==> src/rtl/axil_master_pkg.sv <==
// Shared types and constants for the AXI4-Lite motor-control master.
package axil_master_pkg;

    // One transaction in flight: write goes IDLE->WR->WB->RSP, read goes IDLE->AR->RD->RSP.
    typedef enum logic [2:0] {
        IDLE = 3'd0,
        WR   = 3'd1,
        WB   = 3'd2,
        AR   = 3'd3,
        RD   = 3'd4,
        RSP  = 3'd5
    } state_t;

    localparam logic [1:0] RESP_OKAY   = 2'b00;
    localparam logic [1:0] RESP_SLVERR = 2'b10;
    localparam logic [3:0] WSTRB_ALL   = 4'b1111;

endpackage

==> src/rtl/axil_motor_master.sv <==
// AXI4-Lite single-outstanding master bridging a command/response port to the
// motor control register block. All AXI valids/readies come from flops.
// Optional macro AXIL_MASTER_TIMEOUT_EN: per-phase wait limit of TIMEOUT_CYCLES,
// after which the transaction completes locally with a SLVERR response.
module axil_motor_master
    import axil_master_pkg::*;
#(
    parameter int ADDR_W         = 3,
    parameter int TIMEOUT_CYCLES = 256
) (
    input  logic              s_axi_clk,
    input  logic              rst_n,
    // command / response
    input  logic              cmd_valid,
    output logic              cmd_ready,
    input  logic              cmd_write,
    input  logic [ADDR_W-1:0] cmd_addr,
    input  logic [31:0]       cmd_wdata,
    output logic              rsp_valid,
    input  logic              rsp_ready,
    output logic [31:0]       rsp_rdata,
    output logic [1:0]        rsp_resp,
    // AW
    output logic [ADDR_W-1:0] m_axi_awaddr,
    output logic              m_axi_awvalid,
    input  logic              m_axi_awready,
    // W
    output logic [31:0]       m_axi_wdata,
    output logic [3:0]        m_axi_wstrb,
    output logic              m_axi_wvalid,
    input  logic              m_axi_wready,
    // B
    input  logic [1:0]        m_axi_bresp,
    input  logic              m_axi_bvalid,
    output logic              m_axi_bready,
    // AR
    output logic [ADDR_W-1:0] m_axi_araddr,
    output logic              m_axi_arvalid,
    input  logic              m_axi_arready,
    // R
    input  logic [31:0]       m_axi_rdata,
    input  logic [1:0]        m_axi_rresp,
    input  logic              m_axi_rvalid,
    output logic              m_axi_rready
);

    state_t              state, state_nxt;
    logic [ADDR_W-1:0]   addr, addr_nxt;
    logic [31:0]         wdata_nxt;
    logic                awvalid_nxt, wvalid_nxt, bready_nxt, arvalid_nxt, rready_nxt;
    logic                rsp_valid_nxt;
    logic [31:0]         rsp_rdata_nxt;
    logic [1:0]          rsp_resp_nxt;

    // Captured address serves both AW and AR; only one channel is ever valid.
    assign m_axi_awaddr = addr;
    assign m_axi_araddr = addr;
    assign m_axi_wstrb  = m_axi_wvalid ? WSTRB_ALL : 4'b0000;
    assign cmd_ready    = (state == IDLE) && rst_n;

`ifdef AXIL_MASTER_TIMEOUT_EN
    localparam int CNT_W = $clog2(TIMEOUT_CYCLES + 1);
    localparam logic [CNT_W-1:0] CNT_LAST = CNT_W'(TIMEOUT_CYCLES - 1);

    logic [CNT_W-1:0] wait_cnt;
    logic             in_wait;

    assign in_wait = (state == WR) || (state == WB) || (state == AR) || (state == RD);

    // Wait counter restarts on every state change and saturates at the limit.
    always_ff @(posedge s_axi_clk) begin
        if (!rst_n || (state_nxt != state))
            wait_cnt <= '0;
        else if (wait_cnt != CNT_LAST)
            wait_cnt <= wait_cnt + 1'b1;
    end
`else
    // No timeout hardware: the FSM waits on the responder indefinitely.
    if (TIMEOUT_CYCLES < 1) begin : g_unused_timeout
    end
`endif

    // FSM state register.
    always_ff @(posedge s_axi_clk) begin
        if (!rst_n) state <= IDLE;
        else        state <= state_nxt;
    end

    // Next state and next values of every registered output.
    always_comb begin
        state_nxt     = state;
        addr_nxt      = addr;
        wdata_nxt     = m_axi_wdata;
        awvalid_nxt   = m_axi_awvalid;
        wvalid_nxt    = m_axi_wvalid;
        bready_nxt    = m_axi_bready;
        arvalid_nxt   = m_axi_arvalid;
        rready_nxt    = m_axi_rready;
        rsp_valid_nxt = rsp_valid;
        rsp_rdata_nxt = rsp_rdata;
        rsp_resp_nxt  = rsp_resp;
        case (state)
            IDLE: begin
                if (cmd_valid) begin
                    addr_nxt  = cmd_addr;
                    wdata_nxt = cmd_wdata;
                    if (cmd_write) begin
                        state_nxt   = WR;
                        awvalid_nxt = 1'b1;
                        wvalid_nxt  = 1'b1;
                    end else begin
                        state_nxt   = AR;
                        arvalid_nxt = 1'b1;
                    end
                end
            end
            WR: begin
                // AW and W complete independently; leave once both are done.
                if (m_axi_awready) awvalid_nxt = 1'b0;
                if (m_axi_wready)  wvalid_nxt  = 1'b0;
                if (!awvalid_nxt && !wvalid_nxt) begin
                    state_nxt  = WB;
                    bready_nxt = 1'b1;
                end
            end
            WB: begin
                if (m_axi_bvalid) begin
                    state_nxt     = RSP;
                    bready_nxt    = 1'b0;
                    rsp_valid_nxt = 1'b1;
                    rsp_rdata_nxt = '0;
                    rsp_resp_nxt  = m_axi_bresp;
                end
            end
            AR: begin
                if (m_axi_arready) begin
                    state_nxt   = RD;
                    arvalid_nxt = 1'b0;
                    rready_nxt  = 1'b1;
                end
            end
            RD: begin
                if (m_axi_rvalid) begin
                    state_nxt     = RSP;
                    rready_nxt    = 1'b0;
                    rsp_valid_nxt = 1'b1;
                    rsp_rdata_nxt = m_axi_rdata;
                    rsp_resp_nxt  = m_axi_rresp;
                end
            end
            RSP: begin
                if (rsp_ready) begin
                    state_nxt     = IDLE;
                    rsp_valid_nxt = 1'b0;
                end
            end
            default: state_nxt = IDLE;
        endcase
`ifdef AXIL_MASTER_TIMEOUT_EN
        // Phase stalled for the full budget: abandon the bus and report SLVERR.
        if (in_wait && (state_nxt == state) && (wait_cnt == CNT_LAST)) begin
            state_nxt     = RSP;
            awvalid_nxt   = 1'b0;
            wvalid_nxt    = 1'b0;
            bready_nxt    = 1'b0;
            arvalid_nxt   = 1'b0;
            rready_nxt    = 1'b0;
            rsp_valid_nxt = 1'b1;
            rsp_rdata_nxt = '0;
            rsp_resp_nxt  = RESP_SLVERR;
        end
`endif
    end

    // Registered AXI controls, payloads and response.
    always_ff @(posedge s_axi_clk) begin
        if (!rst_n) begin
            addr          <= '0;
            m_axi_wdata   <= '0;
            m_axi_awvalid <= 1'b0;
            m_axi_wvalid  <= 1'b0;
            m_axi_bready  <= 1'b0;
            m_axi_arvalid <= 1'b0;
            m_axi_rready  <= 1'b0;
            rsp_valid     <= 1'b0;
            rsp_rdata     <= '0;
            rsp_resp      <= RESP_OKAY;
        end else begin
            addr          <= addr_nxt;
            m_axi_wdata   <= wdata_nxt;
            m_axi_awvalid <= awvalid_nxt;
            m_axi_wvalid  <= wvalid_nxt;
            m_axi_bready  <= bready_nxt;
            m_axi_arvalid <= arvalid_nxt;
            m_axi_rready  <= rready_nxt;
            rsp_valid     <= rsp_valid_nxt;
            rsp_rdata     <= rsp_rdata_nxt;
            rsp_resp      <= rsp_resp_nxt;
        end
    end

endmodule

==> config.mk <==
export PLATFORM = sky130hd
export DESIGN_NAME = axil_motor_master
export DESIGN_NICKNAME = d
export VERILOG_FILES = /design/src/rtl/axil_master_pkg.sv /design/src/rtl/axil_motor_master.sv
export SDC_FILE = /design/constraint.sdc
export NUM_CORES = 1
export LEC_CHECK = 0
export CAP_MARGIN = 25
export CORE_ASPECT_RATIO = 0.8
export CORE_UTILIZATION = 36
export DETAILED_ROUTE_END_ITERATION = 8
export GPL_ROUTABILITY_DRIVEN = 0
export GPL_TIMING_DRIVEN = 0
export PLACE_DENSITY = 0.76
export SLEW_MARGIN = 20
export SYNTH_ARGS = -nofsm -noshare
export SYNTH_HDL_FRONTEND = slang
export SYNTH_SLANG_ARGS = --single-unit
export TNS_END_PERCENT = 30
==> constraint.sdc <==
create_clock -name s_axi_clk -period 1.25 [get_ports s_axi_clk]
set_input_delay 0.125 -clock s_axi_clk [delete_from_list [all_inputs] [get_ports s_axi_clk]]
set_output_delay 0.125 -clock s_axi_clk [all_outputs]
set_load 0.005 [all_outputs]
-- Yosys cells after proc, flatten, opt, wreduce, memory -nomap -nowiden
Index checks and enable logic that the tools add are counted.
- output and inout bits: 83
- bits in registers: 78
- word-level logic and storage cells: 80
- multiplexer cells: 37
- eq/ne operators: 13
- reduce and logical (&&, ||, !) cells: 19
- operators by type and width (operator ; number):
    $mux W32 ; 2
    $pmux W32 S2 ; 1
    $mux W3 ; 6
    $pmux W3 S6 ; 1
    $mux W1 ; 16
    $ne A2 B2 Y1 const B ; 8
    $reduce_and A3 Y1 ; 4
    $pmux W1 S2 ; 5
    $reduce_bool A2 Y1 ; 5
    $reduce_and A4 Y1 ; 2
    $eq A3 B2 Y1 const B ; 2
    $eq A3 B3 Y1 const B ; 2
    $mux W2 ; 3
    $reduce_and A6 Y1 ; 1
    $mux W4 ; 1
    $pmux W2 S2 ; 1
    $eq A3 B1 Y1 const B ; 1
    $logic_not A3 Y1 ; 1
    $pmux W1 S3 ; 1
    $reduce_bool A3 Y1 ; 1
    $logic_and A1 B1 Y1 ; 2
    $logic_not A1 Y1 ; 2
    $reduce_and A2 Y1 ; 1

-- Longest topological paths before layout
Gate-level depths: netlist of run 1.
- depth in word-level cells: 6
- gate-level depth with buffers: 6

-- Worst setup path after synthesis of run 1
Ideal clock, no wire load.
- path kind: register -> register
- start: register state[0]
- end: register rsp_resp[0]
- slack: -0.101 ns
- period minus slack after synthesis: 1.351 ns
- buffers on the path: 1
- arrival time: 1.235 ns
- stages on the path, launching flop included: 6
- library setup time: 0.116 ns
- cells stage by stage: dfxtp_1 buf_4 nor3b_1 mux2i_1 nand2_1 o211a_1
- word-level cells in the longest chain between the ends: 3
- RTL lines (what ; line ; source):
    start, declared ; axil_motor_master.sv:47 ; state_t state, state_nxt;
    start signal, assigned ; axil_motor_master.sv:86 ; else state <= state_nxt;
    $eq A3 B3 Y1 or $eq A3 B2 Y1 (tied branches) ; axil_motor_master.sv:102 ; case (state)
    $ne A2 B2 Y1 (no line) or $reduce_bool A2 Y1 (tied branches) ; - ;
    $reduce_and A3 Y1 (no line) ; - ;
    end signal, assigned ; axil_motor_master.sv:198 ; rsp_resp <= rsp_resp_nxt;
    end, declared ; axil_motor_master.sv:22 ; output logic [1:0] rsp_resp,
Several ways; a longest one is shown, not always the timed one.
A chain may end at the register's enable or synchronous reset.

-- Final worst setup path of run 1
- start: register state[1]
- end: output cmd_ready
- word-level cells in the longest chain between the ends: 2
- RTL lines (what ; line ; source):
    $logic_not A3 Y1 ; axil_motor_master.sv:59 ; assign cmd_ready = (state == IDLE) && rst_n;
    $logic_and A1 B1 Y1 ; axil_motor_master.sv:59 ;
    end, declared ; axil_motor_master.sv:15 ; output logic cmd_ready,
No other way between the ends.

==> out/metrics.yaml, run 1 <==
status: "finished with violations"
violations: "negative setup slack"
post-route-min-period_ps: 1410
setup_viol: 73
ios: 164
postSynthCellCount: 339
synthFlopType: "dfxtp_1"
synth-seq-cells: 78
hold_buffers: 0
grt_pass1_wl_mm: 15.2
relSlewSlack_pct: 71.5
clk_pin_slew_worst_paths_ps: 80
p_per_area_nw_per_um2: 1600
vias: 3126
yosysTopAreaCell: "dfxtp_1"
worstPathRequired_ps: 1120
skew_ps: 5.95
yosysMostFrequentCell: "nand2_1"
synth_edf_count: 0
min_path_type: "input port to register"
drt_iter0_drc: 117
rsz0062_at_grt: "yes"
wl_per_cell_um: 15.0
fin_crit_sh_pct: 113
cts_max_level: 3
ant_nets: 0
start_kind: "register"
clockRootBuffer: "clkbuf_8"
overflow: 0
synth.cell_area_um2: 3230
diodes: 0
dp_hpwl_mm: 6.52
setup-tns-final_ps: -6080
ys_top_cells_by_area: "dfxtp_1, a21boi_2, nand2_1"
synth_common_cells: "nand2_1, dfxtp_1, nor2b_1"
worst_slack_ps: -157
placedCellCount: 614
place_ws_ps: -667
crit_arrival_ps: 1280
hold_slack_ps: 325
syn_avg_cell_area_um2: 9.52
die_y_um: 86.7
hold_violations: 0
drc: 0
tightest_slew_ps: 427
drive_above_1_share_pct: 39.4
track_usage_pct: 20.8
first_pass_iters: 4
cts_made_buffers: 9
ys_seq_area_share_pct: 48.4
ir_drop_uv: 903
crit_type: "register to primary output"
ys_types: 30
start_util_pct: 37.5
synthesis.nets: 420
p_leak_nw: 2.50
end_kind: "primary output"
clk-insertion-delay-late_ps: 340
netlist.area_leader.share_pct: 48.4
grt_pass1_vias: 3144
wl_mm: 9.78
cts_tree: "yes"
die_w_um: 108
maxCapViolCount: 0
area_delta_synth_final_pct: 80.1
layout.cells.non_filler: 653
vias_per_cell: 4.79
cts_buffer_depth: 2
rows: 30
grt_max_degree: 15
port_buffers: 163
crit_fanout: 5
nFillCells: 732
design.core.area_um2: 8600
yosysWarnings: 0
nets: 617
final_core_util_pct: 67.6
fmax_mhz: 711
finalMaxSlewViolations: 0
antenna_found_initial: 0
ys_async_sr_fraction_pct: 0
cts.sinks: 78
die-area_um2: 9350
## sequential cells by signal (all words and copies together), names as in the netlist
name and flops:
state 3, m_axi_arvalid 1, m_axi_bready 1, m_axi_awvalid 1, m_axi_rready 1, rsp_rdata 32
rsp_valid 1, rsp_resp 2, m_axi_wvalid 1, m_axi_araddr 3, m_axi_wdata 32
## per-layer routing
metal | up-vias | wire length (µm) | global-route usage, % | part of all wire, %
met1 | 1474 | 4200 | 25.8 | 43
met3 | 9 | 566 | 4.59 | 5.8
li1 | 1539 | - | - | -
met4 | 0 | 107 | 5.85 | 1.1
met5 | - | 0 | 0 | 0
met2 | 104 | 4910 | 36.2 | 50
## cell families (layout without fill, tap and decap cells)
logic type	Yosys count	count (layout)	share of synthesized area, %
AND/OR/NAND/NOR	139	139	20.8
AO/OA/AOI/OAI	83	83	23.0
flip-flops	78	78	48.4
buffers and inverters	33	235	5.97
multiplexers	6	6	1.86
## layout by cell type (no fill, tap or decap), drive strengths merged, types with 4 or more instances in the layout
master and n:
clkdlybuf4s50 79, a21boi 37, nand2b 5, dfxtp 78
nand2 85, clkinv 4, clkbuf 21, buf 48
a21oi 4, nor2b 33, mux2i 6, dlygate4sd2 77
a22oi 32
## power breakdown
group / leakage [nW] / switching [mW] / internal (mW)
sequential: 0.655 / 0.265 / 2.94
combinational: 1.74 / 1.86 / 2.15
clock: 0.109 / 0.937 / 1.13
total: 2.50 / 3.06 / 6.22
## stage by stage
| step | instance area (µm²) | total power [mW] |
|---|---|---|
| floorplan | 3250 | 4.82 |
| global placement | 5020 | 6.21 |
| detailed placement | 5020 | 6.28 |
| CTS | 5710 | 9.21 |
| global route | 5810 | 9.77 |
| finish | 5810 | 9.27 |
## layout make-up
type / instances / area [µm²] / area share (%)
multi-input cells: 228 / 1830 / 31.5
clock inverters: 7 / 98.8 / 1.70
inverters: 2 / 7.51 / 0.129
plain buffers: 27 / 209 / 3.60
well taps: 112 / 140 / 2.41
repair buffers: 190 / 1780 / 30.6
clock buffers: 9 / 124 / 2.13
flip-flops and latches: 78 / 1620 / 28.0
## worst max-delay path, cell delays in order (launching register included)
cell	delay, ps
dfxtp_4	370
buf_6	140
buf_6	130
nor3_4	170
buf_2	130
## path summary, 6_finish.rpt
check	start	endpoint	slack (ps)	cells after the start
min reg2reg	m_axi_wdata[11]	m_axi_wdata[11]	460	2
max reg2reg	state[1]	rsp_rdata[25]	-140	6
min	cmd_wdata[14]	m_axi_wdata[14]	330	3
max	state[1]	cmd_ready	-160	4
## what timing repair did
action / 4_1_cts / 5_1_grt
endpoints found under the setup margin: 161 / 81
gates cloned: 5 / 0
buffers inserted: 20 / 5
pin swaps: 17 / 23
endpoints found under the hold margin: 0 / 0
resized for setup: 210 / 46
(Power assumes the default switching activity.)
==> inputs of run 2 (changes only) <==
--- a/config.mk
+++ b/config.mk
@@ -5,9 +5,10 @@
 export SDC_FILE = /design/constraint.sdc
 export NUM_CORES = 1
 export LEC_CHECK = 0
+export ABC_AREA = 1
 export CAP_MARGIN = 25
 export CORE_ASPECT_RATIO = 0.8
-export CORE_UTILIZATION = 36
+export CORE_UTILIZATION = 35
 export DETAILED_ROUTE_END_ITERATION = 8
 export GPL_ROUTABILITY_DRIVEN = 0
 export GPL_TIMING_DRIVEN = 0
==> out/metrics.yaml, run 2 <==
nets: 686  # +11%
fmax_mhz: 707  # -0.59%
diodes: 0  # unchanged
ys_seq_area_share_pct: 50.2  # +1.8 points
ys_async_sr_fraction_pct: 0  # unchanged
layout.cells.non_filler: 721  # +10%
first_pass_iters: 4  # unchanged
finalMaxSlewViolations: 0  # unchanged
cts_tree: "yes"
overflow: 0  # unchanged
cts.sinks: 78  # unchanged
ant_nets: 0  # unchanged
finalPower_mw: 10.7  # +15%
largest_registers: "m_axi_wdata (32), rsp_rdata (32)"
post-route-min-period_ps: 1420  # +8.33 ps
skew_ps: 8.42  # +2.47 ps
drc: 0  # unchanged
setup_viol: 70  # -4.1%
synth.cell_area_um2: 3110  # -3.6%
ys_types: 22  # -27%
worst_slack_ps: -165  # -8.33 ps
placed_area_um2: 4880  # -2.8%
die-area_um2: 9260  # -0.88%
grt_pass1_vias: 3354  # +6.7%
final_area_um2: 5740  # -1.2%
layout.area.seq_um2: 1610  # -1.2%
crit_type: "register to register"
drt_iter0_drc: 141  # +21%
synthFlopType: "dfxtp_1"
cts_max_level: 3  # unchanged
placedCellCount: 679  # +11%
design.core.area_um2: 8560  # -0.44%
relSlewSlack_pct: 60.4  # -11 points
vias_per_cell: 4.69  # -2.0%
p_leak_nw: 2.55  # +1.7%
hold_slack_ps: 301  # -24.2 ps
port_buffers: 163  # unchanged
multi_input_area_um2: 1510  # -17%
fin_crit_sh_pct: 113  # +0.67 points
track_usage_pct: 22.1  # +1.4 points
setup-tns-final_ps: -6060  # +17.8 ps
yosysTopAreaCell: "dfxtp_1"
hold_buffers: 0  # unchanged
yosysWarnings: 0  # unchanged
muxShareOfSynthArea_pct: 0  # -1.9 points
start_util_pct: 36.3  # -1.2 points
synth_fa_ha_area_share_pct: 0  # unchanged
drive_above_1_share_pct: 31.2  # -8.2 points
synth-compound-area-share_pct: 19.0  # -3.9 points
hold_violations: 0  # unchanged
ir_drop_uv: 958  # +6.1%
maxCapViolCount: 0  # unchanged
violations: "negative setup slack"
worstPathRequired_ps: 1520  # +400 ps
syn_avg_cell_area_um2: 7.69  # -19%
die_w_um: 107  # -0.44%
final_core_util_pct: 67.0  # -0.54 points
cts_made_buffers: 9  # unchanged
synthesis.nets: 485  # +15%
tightest_slew_ps: 594  # +167 ps
rsz0062_at_grt: "yes"
synth_common_cells: "nand2_1, dfxtp_1, a21oi_1"
grt_max_degree: 14  # -1
status: "finished with violations"
wl_mm: 10.3  # +5.2%
place_ws_ps: -650  # +16.5 ps
vias: 3382  # +8.2%
synth_edf_count: 0  # unchanged
final_common_cell: "dlygate4sd2_1"
synth_simple_gate_area_share_pct: 17.8  # -3.0 points
wl_per_cell_um: 14.3  # -4.7%
synth-seq-cells: 78  # unchanged
yosysMostFrequentCell: "nand2_1"
dp_hpwl_mm: 6.56  # +0.58%
start_kind: "register"
synth-xor-area-share_pct: 0  # unchanged
end_kind: "register"
antenna_found_initial: 0  # unchanged
p_per_area_nw_per_um2: 1860  # +17%
synth_top_family_by_area: "compound AO/OA/AOI/OAI gates"
crit_arrival_ps: 1690  # +410 ps
nFillCells: 685  # -6.4%
area_delta_synth_final_pct: 84.6
cts_buffer_depth: 2  # unchanged
clockRootBuffer: "clkbuf_8"
rows: 30  # unchanged
layout_common_cells: "dlygate4sd2_1, clkdlybuf4s50_1, nand2_1"
die_y_um: 86.3  # -0.44%
grt_pass1_wl_mm: 16.1  # +6.0%
netlist.area_leader.share_pct: 50.2  # +1.8 points
ys_top_cells_by_area: "dfxtp_1, a21oi_1, nand2_1"
postSynthCellCount: 404  # +19%
ios: 164  # unchanged
clk-insertion-delay-late_ps: 350  # about the same
min_path_type: "input port to register"
crit_fanout: 7  # +2
clk_pin_slew_worst_paths_ps: 80  # about the same
## run 2: changes by cell type in the layout (fill, tap and decap cells not counted), moves of 8 or more
cell      delta
o21ai_1     +16
nand2_2      +8
dfxtp_1     +13
nor2_1       +9
buf_4        -9
a21oi_2     +28
inv_1       +48
a21oi_1     +43
o21ai_2     +16
dfxtp_2     -12
a22oi_2     -31
a21boi_2    -33
nor2b_1     -32
## run 2: path summary, 6_finish.rpt
| check | from | to | slack [ps] | depth (start not counted) |
|---|---|---|---|---|
| setup / recovery | state[0] | rsp_rdata[26] | -170 | 8 |
| setup reg to reg | state[0] | rsp_rdata[26] | -170 | 8 |
| hold reg to reg | m_axi_wdata[10] | m_axi_wdata[10] | 450 | 2 |
| hold / removal | rst_n | m_axi_wdata[10] | 300 | 3 |
## run 2: final cells by class
| class | instances | area share, % |
|---|---|---|
| repair buffers | 189 | 31.1 |
| flip-flops and latches | 78 | 28.0 |
| multi-input cells | 244 | 26.3 |
| plain buffers | 29 | 4.36 |
| inverters | 54 | 3.71 |
| well taps | 112 | 2.44 |
| clock buffers | 9 | 2.16 |
| clock inverters | 6 | 1.94 |
## run 2: critical path, stage by stage (launching register included)
cell	delay, ps
dfxtp_4	370
nor2_4	140
buf_8	160
nand2_8	80
nor2_4	130
buf_12	150
buf_6	120
nand2_1	60
a21oi_1	140
## run 2: metal layers
metal / vias up / routed length, µm / GRT usage [%]
met5: - / 0 / 0
met4: 0 / 102 / 6.35
met3: 11 / 773 / 6.09
met2: 120 / 4980 / 37.1
met1: 1560 / 4440 / 28.0
li1: 1691 / - / -
## run 2: logic make-up after synthesis
kind of cell           after synthesis
AO/OA/AOI/OAI                      116
flip-flops                          78
AND/OR/NAND/NOR                    126
buffers and inverters               84
## run 2: what timing repair did
| action | in CTS | in global routing |
|---|---|---|
| cloned | 12 | 0 |
| buffers inserted | 14 | 2 |
| resized for setup | 246 | 50 |
| pin swaps | 33 | 9 |
| setup endpoints to repair | 160 | 79 |
## run 2: power breakdown
group	switching (mW)	leakage [nW]	internal, mW	total (mW)
logic	2.50	1.78	2.47	4.97
registers	0.330	0.651	3.10	3.43
clock network	0.954	0.115	1.32	2.27
==> inputs of run 3 (changes only) <==
--- a/config.mk
+++ b/config.mk
@@ -8,11 +8,12 @@
 export ABC_AREA = 1
 export CAP_MARGIN = 25
 export CORE_ASPECT_RATIO = 0.8
-export CORE_UTILIZATION = 35
+export CORE_UTILIZATION = 40
 export DETAILED_ROUTE_END_ITERATION = 8
+export DONT_BUFFER_PORTS = 1
 export GPL_ROUTABILITY_DRIVEN = 0
 export GPL_TIMING_DRIVEN = 0
-export PLACE_DENSITY = 0.76
+export SETUP_SLACK_MARGIN = 0.05
 export SLEW_MARGIN = 20
 export SYNTH_ARGS = -nofsm -noshare
 export SYNTH_HDL_FRONTEND = slang
==> out/metrics.yaml, run 3 (synthesized netlist as in run 2, its figures left out) <==
wl_per_cell_um: 14.8  # +3.8%
finalMaxSlewViolations: 0  # unchanged
grt_pass1_wl_mm: 13.3  # -17%
tightest_slew_ps: 649  # +54.9 ps
wl_mm: 9.07  # -12%
setup_viol: 75  # +7.1%
p_leak_nw: 1.79  # -30%
cts.sinks: 78  # unchanged
ir_drop_uv: 823  # -14%
post-route-min-period_ps: 1410  # -4.82 ps
cts_max_level: 3  # unchanged
end_kind: "register"
use_met1_pct: 26.0  # -2.0 points
fmax_mhz: 709  # +0.34%
violations: "negative setup slack"
grt_pass1_vias: 2751  # -18%
r2r-start: "state[1]"
overflow: 0  # unchanged
drt_iter0_drc: 124  # -12%
hold_violations: 0  # unchanged
clockRootBuffer: "clkbuf_8"
track_usage_pct: 21.5  # -0.64 points
clk_pin_slew_worst_paths_ps: 80  # about the same
start_kind: "register"
start_util_pct: 41.6  # +5.3 points
p_per_area_nw_per_um2: 2050  # +10%
drc: 0  # unchanged
worstPathRequired_ps: 1480  # -40 ps
min_path_type: "input port to register"
dp_hpwl_mm: 5.41  # -18%
maxCapViolCount: 0  # unchanged
die_y_um: 80.8  # -6.3%
largest_registers: "m_axi_wdata (32), rsp_rdata (32)"
met3_usage_pct: 7.06  # +0.97 points
drive_above_1_share_pct: 18.3  # -13 points
design.core.area_um2: 7460  # -13%
vias_per_cell: 4.87  # +3.9%
final_common_cell: "nand2_1"
rsz0062_at_grt: "yes"
first_pass_iters: 4  # unchanged
worst_slack_ps: -160  # +4.82 ps
area_delta_synth_final_pct: 46.2
hold_slack_ps: 16.6  # -285 ps
rows: 28  # -6.7%
diodes: 0  # unchanged
ant_nets: 0  # unchanged
layout_common_cells: "nand2_1, dfxtp_1, dlygate4sd3_1"
clk-insertion-delay-late_ps: 350  # about the same
crit_type: "register to register"
met2_usage_pct: 36.7  # -0.41 points
crit_arrival_ps: 1640  # -50 ps
fin_crit_sh_pct: 113  # -0.39 points
cts_made_buffers: 9  # unchanged
nets: 583  # -15%
grt_max_degree: 13  # -1
ios: 164  # unchanged
vias: 2983  # -12%
die-area_um2: 8130  # -12%
multi_input_area_um2: 1270  # -16%
relSlewSlack_pct: 56.7  # -3.7 points
antenna_found_initial: 0  # unchanged
layout.area.seq_um2: 1570  # -2.2%
port_buffers: 0  # -100%
grt.busiest_layer: "met2"
cts_tree: "yes"
die_w_um: 101  # -6.3%
skew_ps: 7.22  # -1.20 ps
cts_buffer_depth: 2  # unchanged
min-delay-start: "m_axi_wready"
setup.worst_path.start: "state[1]"
crit_fanout: 10  # +3
nFillCells: 669  # -2.3%
status: "finished with violations"
final_core_util_pct: 60.9  # -6.1 points
## run 3: cell count changes in the layout (fill, tap and decap cells not counted), sizes merged, moves of 2 or more
| cell | change |
|---|---|
| dlygate4sd3 | +70 |
| dlygate4sd2 | -81 |
| clkdlybuf4s50 | -79 |
| buf | -11 |
| clkbuf | +3 |
| clkinv | -2 |
## run 3: path summary, 6_finish.rpt
path                                         to  slack, ps  cells after the start
worst min-delay path               m_axi_wvalid         20                      3
worst max register to register  m_axi_wdata[11]       -160                      7
worst max-delay path            m_axi_wdata[11]       -160                      7
worst min register to register  m_axi_wdata[30]        470                      2
## run 3: critical path, cell delays in order (launching register included)
cell,delay [ps]
dfxtp_4,360
nor2_4,150
buf_6,120
buf_4,100
nand3_4,130
buf_6,190
o21ai_0,170
a21oi_1,70
## run 3: where the power goes
part / total [mW] / internal [mW] / switching, mW
clock network: 2.32 / 1.44 / 0.883
registers: 3.57 / 3.06 / 0.507
logic: 3.44 / 1.61 / 1.83
total: 9.33 / 6.11 / 3.22
## run 3: per-layer routing
layer	routed length, µm	vias to the layer above
li1	-	1481
met1	3910	1371
met2	4430	114
met3	557	17
met4	176	0
met5	0	-
## run 3: final cells by class
type / instances / share of cell area (%)
flip-flops and latches: 78 / 34.6
multi-input cells: 243 / 28.0
repair buffers: 87 / 19.4
plain buffers: 29 / 5.20
inverters: 54 / 4.46
clock buffers: 13 / 3.50
well taps: 105 / 2.89
clock inverters: 3 / 1.98
## run 3: repair_timing
action / CTS / global route
hold endpoints to repair: 70 / 0
resized for setup: 74 / 18
endpoints found under the setup margin: 79 / 79
buffers inserted: 11 / 0
hold buffers: 70 / 0
cloned: 7 / 0
pin swaps: 6 / 4
## run 3: through the flow
stage	area (µm²)	cells	power, mW	worst slack, ps	TNS (ps)
after CTS	4490	612	9.24	-151	-6080
after global routing	4540	612	9.87	-202	-11600
after global placement	3240	509	5.78	-184	-9860
final	4540	612	9.33	-160	-6700
after floorplan	3110	404	5.29	-0.530	-4.77
after detailed placement	3240	509	5.85	-214	-11230
